### src/rtl/fabric_irq_ctrl.sv
// Fabric IRQ controller: synchronises fabric IRQ lines, latches edge/level pending bits and
// arbitrates one masked request with an ack handshake. Optional: IRQ_ROUND_ROBIN_EN.
module fabric_irq_ctrl #(
  parameter int unsigned NUM_IRQ     = 4,
  parameter int unsigned ID_W        = 2,
  parameter int unsigned SYNC_STAGES = 2
) (
  input  logic               UserCLK,
  input  logic               reset,
  input  logic               CONFIGURED,
  input  logic [NUM_IRQ-1:0] irq_in,
  input  logic [NUM_IRQ-1:0] irq_edge_mode,
  input  logic [NUM_IRQ-1:0] irq_mask,
  input  logic               irq_ack,
  output logic               irq_req,
  output logic [ID_W-1:0]    irq_id,
  output logic [NUM_IRQ-1:0] irq_pending
);

  typedef enum logic [1:0] {StIdle, StReq, StHold} state_e;

  state_e               state_q;
  logic                 irq_req_q;
  logic [ID_W-1:0]      irq_id_q;

  logic [NUM_IRQ-1:0]   sync_q [SYNC_STAGES];
  logic [NUM_IRQ-1:0]   sync_val;
  logic [NUM_IRQ-1:0]   prev_q;
  logic [NUM_IRQ-1:0]   sticky_q, sticky_d;
  logic [NUM_IRQ-1:0]   edge_set;
  logic [NUM_IRQ-1:0]   ack_clr;
  logic [NUM_IRQ-1:0]   level_pend;
  logic [NUM_IRQ-1:0]   eligible;
  logic                 ack_fire;
  logic                 found;
  logic [ID_W-1:0]      winner;

  // ---------------------------------------------------------------------------
  // Input synchronisers
  // ---------------------------------------------------------------------------
  always_ff @(posedge UserCLK or posedge reset) begin
    if (reset) begin
      for (int i = 0; i < int'(SYNC_STAGES); i++) begin
        sync_q[i] <= '0;
      end
    end else begin
      sync_q[0] <= irq_in;
      for (int i = 1; i < int'(SYNC_STAGES); i++) begin
        sync_q[i] <= sync_q[i-1];
      end
    end
  end

  assign sync_val = sync_q[SYNC_STAGES-1];

  // prev tracks even while unconfigured so a line already high at configure is not an edge.
  always_ff @(posedge UserCLK or posedge reset) begin
    if (reset) begin
      prev_q <= '0;
    end else begin
      prev_q <= sync_val;
    end
  end

  // ---------------------------------------------------------------------------
  // Pending bits
  // ---------------------------------------------------------------------------
  assign ack_fire = (state_q == StReq) && irq_ack;
  assign edge_set = irq_edge_mode & sync_val & ~prev_q & {NUM_IRQ{CONFIGURED}};
  assign ack_clr  = ack_fire ? (NUM_IRQ'(1) << irq_id_q) : '0;

  always_comb begin
    sticky_d = '0;
    if (CONFIGURED) begin
      // Set wins over clear so an edge landing on the ack cycle is kept.
      sticky_d = (sticky_q & ~ack_clr) | edge_set;
    end
  end

  always_ff @(posedge UserCLK or posedge reset) begin
    if (reset) begin
      sticky_q <= '0;
    end else begin
      sticky_q <= sticky_d;
    end
  end

  assign level_pend  = ~irq_edge_mode & sync_val;
  assign irq_pending = ((irq_edge_mode & sticky_q) | level_pend) & {NUM_IRQ{CONFIGURED}};
  assign eligible    = irq_pending & irq_mask;

  // ---------------------------------------------------------------------------
  // Arbitration
  // ---------------------------------------------------------------------------
`ifdef IRQ_ROUND_ROBIN_EN
  logic [ID_W-1:0]    last_grant_q;
  logic [ID_W:0]      rr_base;
  logic [ID_W:0]      rr_sum;
  logic [NUM_IRQ-1:0] rr_rot;

  always_ff @(posedge UserCLK or posedge reset) begin
    if (reset) begin
      last_grant_q <= '0;
    end else if (CONFIGURED && ack_fire) begin
      last_grant_q <= irq_id_q;
    end
  end

  // Rotate so bit 0 is the line after the last grant, then pick the lowest set bit.
  always_comb begin
    found   = 1'b0;
    winner  = '0;
    rr_sum  = '0;
    rr_base = {1'b0, last_grant_q} + 1'b1;
    if (rr_base >= (ID_W+1)'(NUM_IRQ)) begin
      rr_base = '0;
    end
    rr_rot = NUM_IRQ'({eligible, eligible} >> rr_base);
    for (int j = 0; j < int'(NUM_IRQ); j++) begin
      if (!found && rr_rot[j]) begin
        found  = 1'b1;
        rr_sum = rr_base + (ID_W+1)'(j);
      end
    end
    if (rr_sum >= (ID_W+1)'(NUM_IRQ)) begin
      rr_sum = rr_sum - (ID_W+1)'(NUM_IRQ);
    end
    winner = rr_sum[ID_W-1:0];
  end
`else
  always_comb begin
    found  = 1'b0;
    winner = '0;
    for (int i = 0; i < int'(NUM_IRQ); i++) begin
      if (!found && eligible[i]) begin
        found  = 1'b1;
        winner = ID_W'(i);
      end
    end
  end
`endif

  // ---------------------------------------------------------------------------
  // Request / ack FSM
  // ---------------------------------------------------------------------------
  always_ff @(posedge UserCLK or posedge reset) begin
    if (reset) begin
      state_q   <= StIdle;
      irq_req_q <= 1'b0;
      irq_id_q  <= '0;
    end else if (!CONFIGURED) begin
      state_q   <= StIdle;
      irq_req_q <= 1'b0;
    end else begin
      case (state_q)
        StIdle: begin
          if (found) begin
            irq_id_q  <= winner;
            irq_req_q <= 1'b1;
            state_q   <= StReq;
          end
        end
        StReq: begin
          if (irq_ack) begin
            irq_req_q <= 1'b0;
            state_q   <= StHold;
          end
        end
        StHold: begin
          state_q <= StIdle;
        end
        default: begin
          irq_req_q <= 1'b0;
          state_q   <= StIdle;
        end
      endcase
    end
  end

  assign irq_req = irq_req_q;
  assign irq_id  = irq_id_q;

endmodule

### config.mk
export PLATFORM = sky130hd
export DESIGN_NAME = fabric_irq_ctrl
export DESIGN_NICKNAME = d
export VERILOG_FILES = /design/src/rtl/fabric_irq_ctrl.sv
export SDC_FILE = /design/constraint.sdc
export NUM_CORES = 1
export LEC_CHECK = 0
export ABC_AREA = 1
export CELL_PAD_IN_SITES_DETAIL_PLACEMENT = 0
export CELL_PAD_IN_SITES_GLOBAL_PLACEMENT = 1
export CORE_AREA = 2 2 59 61
export CTS_BUF_LIST = sky130_fd_sc_hd__clkbuf_4
export CTS_CLUSTER_DIAMETER = 40
export DETAILED_ROUTE_END_ITERATION = 10
export DIE_AREA = 0 0 61 63
export PLACE_DENSITY_LB_ADDON = 0.2
export SLEW_MARGIN = 25
export SYNTH_ARGS = -nofsm -noshare
export SYNTH_HDL_FRONTEND = slang
export SYNTH_SLANG_ARGS = --single-unit
### constraint.sdc
create_clock -name UserCLK -period 1.4 [get_ports UserCLK]
set_clock_uncertainty 0.05 [all_clocks]
set_input_delay 0.28 -clock UserCLK [delete_from_list [all_inputs] [get_ports UserCLK]]
set_output_delay 0.28 -clock UserCLK [all_outputs]
set_load 0.01 [all_outputs]
==> results.md, run 1 <==
- Status: finished with violations
- Failing checks: setup timing
- Cell taking the most area after synthesis: dfrtp_1
- Global-route wire length before repair: 3.38 mm
- DR DRC count: 0
- Power share of the sequential group: 51.9%
- I/O Pins: 23
- Worst setup SP type: flop
- Sw frac: 28.1%
- Die area: 3840 um2
- Initial antenna violation count: 0
- Via-per-instance ratio: 4.10
- Layout area overhead: 61.5%
- Leak Pwr: 0.750 nW
- TritonCTS clock tree: done
- Min cycle time layout: 1.51 ns
- Combinational power share: 26.4%
- Drt first pass iters: 4
- Syn_nets: 107
- Max-cap violations: 0
- VDD IR max: 485 uV
- Clock power share: 21.8%
- WL/cell: 10.1 um
- Grt ovf: 0
- Final Net Count: 165
- Core box area: 3230 um2
- Clock sink count: 21
- Post-synth cell types: 21
- Worst-path clk slew: 0.12 ns
- Power per standard cell area: 878 nW/um2
- Final wirelength: 1.96 mm
- WHS: 0.242 ns
- Commonest cells after routing, fill and taps aside: buf_4 (32), dfrtp_1 (21), inv_1 (12)
- Final hold vios: 0
- Finished Layout Cells: 194
- Final Cycle Share: 108%
- RSZ-0062 raised after global routing: yes
- Gp weighted congestion: 0.744
- Internal power: 0.939 mW
- WP data required: 1.07 ns
- Number of CTS-inserted buffers: 3
- Critical path cell sequence: or2_1 -> and3_1 -> buf_2
- Die height: 63 um
- CP Capture Type: output port
- Cell count after synthesis: 91
- # diodes: 0
- Commonest non-fill, non-tap cell in the layout: buf_4
- Clock Tree Buf Depth: 2
- Clk_lat worst skew: 0.30 ns
- Htree depth: 1
- Final ANT Viol Nets: 0
- Flops & latches, synth: 21
- Vias in the first global route: 811
- Row count: 21
- CP Buf/Inv Count: 1
- Net switching power: 0.368 mW
- DRT iter0 DRCs: 12
- Mapped Area: 922 um2
- Fmax: 0.661 GHz
- Register area share after synthesis: 57.0%
- Syn avg cell area: 10.1 um2
- Chip Width: 61 um
- Worst Tran Pin Value: 0.268 ns
- Setup ws final: -0.112 ns
- Slowest library cell on the worst path: dfrtp_1
- Worst Path Arrival: 1.18 ns
- Synthesis warning total: 0
- CP max FO: 2
- Root buffer cell: clkbuf_4
- Top cell type's share of synthesized area: 57.0%
- Top cells by area, synth: dfrtp_1 (57%), nand2_1 (5.7%), inv_1 (5.3%)
- Worst Hold Class: in2async
- CP top delay family: flip-flops
- Placed cells: 182
- Max-slew violation count: 0
- Largest net degree at the start of global routing: 22
- Crit path kind: reg2out
- Layout cells sized above 1: 43.9%
- Max stage delay on crit path: 0.39 ns
- Buffers on Ports: 22
- Relative slew margins: 82.1%
- GRT Overall Usage: 11.8%
- Vias: 796
- Initial Util: 28.5%
- DP HPWL: 1.46 mm
- Final setup viols: 2
## final timing paths
path                                  start        endpoint  slack [ns]  cells after the start
min in group UserCLK       irq_edge_mode[2]     sticky_q[2]        0.27                      3
hold / removal                        reset       prev_q[0]        0.24                      3
hold reg to reg                   sync_q[5]     sync_val[1]        0.31                      0
max in group asynchronous             reset      state_q[1]        0.84                      3
setup / recovery                sync_val[0]  irq_pending[0]       -0.11                      3
setup reg to reg                sync_val[0]       irq_id[0]        0.08                      8
## power groups by stage
stage	sequential (mW)	clock (mW)	combinational, mW
after floorplan	0.699	0	0.121
after global placement	0.694	0	0.314
after detailed placement	0.695	0	0.313
after CTS	0.678	0.306	0.335
after global routing	0.684	0.338	0.381
final	0.678	0.285	0.344
## registers in the layout (all words and copies together) (netlist names)
register	count
sticky_q	4
prev_q	4
state_q	2
irq_id	2
sync_q	4
sync_val	4
irq_req	1
## final cells by class
type                            count  area (um2)
Fill cell                         316        1740
Sequential cell                    21         526
Timing Repair Buffer               54         442
Multi-Input combinational cell     53         374
Inverter                           16        62.6
Tap cell                           46        57.6
Clock buffer                        3        22.5
Clock inverter                      1        5.00
## worst reg2reg max path, stage by stage (launching register included)
cell and delay, ns:
dfrtp_1 0.39, or2_1 0.22, buf_4 0.15, nand4_4 0.07
nand2_4 0.06, nand2_2 0.09, nand2_4 0.07, nand3_2 0.07
o21ai_2 0.06
## cell usage after synthesis
| cell | instances |
|---|---|
| dfrtp_1 | 21 |
| nand2_1 | 14 |
| inv_1 | 13 |
| nand2_2 | 7 |
| nand3_1 | 6 |
| a21oi_1 | 5 |
| nand3b_1 | 4 |
| o31ai_1 | 4 |
| nand3_2 | 3 |
| nand4_2 | 2 |
| or2_1 | 2 |
| a21oi_2 | 1 |
| and3_1 | 1 |
| and3_2 | 1 |
| buf_6 | 1 |
| clkinv_1 | 1 |
| inv_2 | 1 |
| inv_4 | 1 |
| nor2_2 | 1 |
| nor3_2 | 1 |
| o21ai_1 | 1 |
## through the flow
| step | instance area (um2) | setup WS [ns] | TNS (ns) | util [%] | power [mW] |
|---|---|---|---|---|---|
| after floorplan | 922 | 0.258 | 0 | - | 0.821 |
| after global placement | 1370 | -0.611 | -4.26 | 42.4 | 1.01 |
| after detailed placement | 1370 | -0.592 | -4.10 | 42.4 | 1.01 |
| after CTS | 1440 | -0.128 | -0.334 | 44.6 | 1.32 |
| after global routing | 1490 | -0.213 | -0.419 | 46.1 | 1.40 |
| final | 1490 | -0.112 | -0.205 | 46.1 | 1.31 |
## logic make-up (layout without fill, tap and decap cells)
| kind of cell | after synthesis | after routing | synth area share [%] |
|---|---|---|---|
| and+or+nand+nor | 42 | 42 | 27.5 |
| buffers and inverters | 17 | 74 | 8.01 |
| AOI/OAI and AO/OA | 11 | 11 | 7.46 |
| DFF | 21 | 21 | 57.0 |
## what timing repair did
item	in CTS	in global routing
resized for setup	29	9
setup endpoints to repair	9	8
hold buffers	0	0
setup buffers	7	3
pin swaps	7	4
## per-layer routing
metal	global-route usage [%]	share of wire, %	vias to the layer above
li1	-	-	410
met1	15.5	44	373
met2	19.1	51	11
met3	2.48	3.2	2
met4	3.26	1.0	0
met5	0	0	-
(Power assumes the default switching activity.)
==> run 2: changes to the inputs <==
==> constraint.sdc (replaced) <==
create_clock -name UserCLK -period 1.8 [get_ports UserCLK]
set_clock_uncertainty 0.05 [all_clocks]
set_input_delay 0.36 -clock UserCLK [delete_from_list [all_inputs] [get_ports UserCLK]]
set_output_delay 0.36 -clock UserCLK [all_outputs]
set_load 0.01 [all_outputs]
==> run 2 against run 1 <==
  * The flow now finishes without violations
  * Clock power down 20%
  * Routed wire length down 3.0%
  * Via count down 11%
  * Worst hold slack better by 0.070 ns
  * Die area unchanged
  * Critical path depth down 2
  * Count of clock-buffer cells in the layout unchanged
  * Total power down 25%
  * Non-clock buffer count down 17
  * Register-to-register slack better by 0.39 ns
==> results.md, run 2 (synthesized netlist as in run 1, its figures left out) <==
- Min cycle time layout: 1.72 ns
- Gp weighted congestion: 0.736 (-1.1%)
- Max stage delay on crit path: 0.57 ns (+0.18 ns)
- Final Cycle Share: 95.4%
- Dpl ws: -0.361 ns (+0.231 ns)
- TritonCTS clock tree: done
- WHS: 0.311 ns (+0.0697 ns)
- Crit path kind: reg2out
- Htree depth: 1 (unchanged)
- DR DRC count: 0 (unchanged)
- Worst Hold Class: reg2reg
- Initial antenna violation count: 0 (unchanged)
- Worst Tran Pin Value: 0.262 ns (-0.00551 ns)
- Buffers on Ports: 22 (unchanged)
- Core box area: 3230 um2 (unchanged)
- Leak Pwr: 0.656 nW (-13%)
- Critical Path Start: irq_id[0]
- Final ANT Viol Nets: 0 (unchanged)
- Power per standard cell area: 745 nW/um2 (-15%)
- HP Start: sync_q[5]
- I/O Pins: 23 (unchanged)
- Initial Util: 28.5% (unchanged)
- Post-Layout Inst Area: 1310 um2 (-12%)
- Relative slew margins: 82.4% (+0.22 points)
- CP Buf/Inv Count: 1 (unchanged)
- Layout area overhead: 41.9%
- Register-to-register setup slack: 0.47 ns (+0.39 ns)
- RSZ-0062 raised after global routing: no
- Worst-path clk slew: 0.12 ns (about the same)
- Row count: 21 (unchanged)
- Final hold vios: 0 (unchanged)
- Clk_lat worst skew: 0.30 ns (about the same)
- # diodes: 0 (unchanged)
- Vias: 710 (-11%)
- VDD IR max: 324 uV (-33%)
- CP Capture Type: output port
- Largest net degree at the start of global routing: 22 (unchanged)
- Critical path cell sequence: clkdlybuf4s50_1
- Global-route wire length before repair: 3.25 mm (-3.9%)
- Status: completed
- Via-per-instance ratio: 4.01 (-2.2%)
- Max-slew violation count: 0 (unchanged)
- Grt ovf: 0 (unchanged)
- Fmax: 0.583 GHz
- Clock Tree Buf Depth: 2 (unchanged)
- Commonest cells after routing, fill and taps aside: dfrtp_1 (21), clkdlybuf4s50_1 (15), buf_4 (15)
- Placed Area: 1290 um2 (-5.5%)
- Die area: 3840 um2 (unchanged)
- WL/cell: 10.7 um (+6.3%)
- Number of CTS-inserted buffers: 3 (unchanged)
- Vias in the first global route: 773 (-4.7%)
- Layout cells sized above 1: 31.3% (-13 points)
- Max-cap violations: 0 (unchanged)
- WP data required: 1.39 ns (+0.32 ns)
- Final setup viols: 0 (-2)
- Worst Path Arrival: 1.31 ns (+0.13 ns)
- Chip Width: 61 um (unchanged)
- Setup ws final: 0.0836 ns (+0.196 ns)
- Worst setup SP type: flop
- Drt first pass iters: 4 (unchanged)
- Total power: 0.974 mW (-25%)
- RR Startpoint: sync_val[1]
- Slowest library cell on the worst path: clkdlybuf4s50_1
- Commonest non-fill, non-tap cell in the layout: dfrtp_1
- Final wirelength: 1.90 mm (-3.0%)
- Root buffer cell: clkbuf_4
- DRT iter0 DRCs: 2 (-10)
- Final Net Count: 148 (-10%)
- GRT Overall Usage: 11.3% (-0.45 points)
- Clock sink count: 21 (unchanged)
- CP top delay family: buffers and inverters
- Die height: 63 um (unchanged)
- CP max FO: 4 (+2)
- DP HPWL: 1.44 mm (-1.8%)
## run 2: cell types whose count changed in the layout (fill, tap and decap cells not counted), sizes merged
cell	before	now
buf	36	16
clkdlybuf4s50	10	15
dlygate4sd2	6	2
clkbuf	3	6
clkdlybuf4s15	1	0
## run 2: through the flow
stage / utilization (%) / instances / setup TNS, ns
after detailed placement: 40.0 / 172 / -1.44
after global placement: 40.0 / 172 / -1.53
after global routing: 40.5 / 177 / 0
after floorplan: - / 91 / 0
final: 40.5 / 177 / 0
after CTS: 41.0 / 177 / 0
## run 2: routing by layer
metal | part of all wire (%) | global-route usage, % | up-vias
li1 | - | - | 373
met1 | 47 | 14.9 | 324
met2 | 48 | 18.3 | 11
met3 | 3.4 | 2.48 | 2
met4 | 1.2 | 3.26 | 0
met5 | 0 | 0 | -
## run 2: path summary, 6_finish.rpt
check,to,depth (start not counted)
min reg2reg,sync_val[1],0
max in group asynchronous,prev_q[3],3
min in group asynchronous,sync_val[0],3
min,sync_val[1],0
max,irq_id[0],1
max reg2reg,irq_req,8
## run 2: where the power goes
part	switching, mW	internal [mW]
clock network	0.145	0.0826
registers	0.0276	0.508
logic	0.103	0.109
total	0.275	0.699
## run 2: layout make-up
type                            count  area [um2]
Fill cell                         326        1920
Sequential cell                    21         526
Multi-Input combinational cell     53         323
Timing Repair Buffer               37         313
Inverter                           16        62.6
Tap cell                           46        57.6
Clock buffer                        3        22.5
Clock inverter                      1        5.00
## run 2: repair_timing
item | 4_1_cts | 5_1_grt
endpoints found under the setup margin | 4 | 4
pin swaps | 0 | 1
gates resized for setup | 9 | 7
hold buffers | 0 | 0
setup buffers | 1 | 0
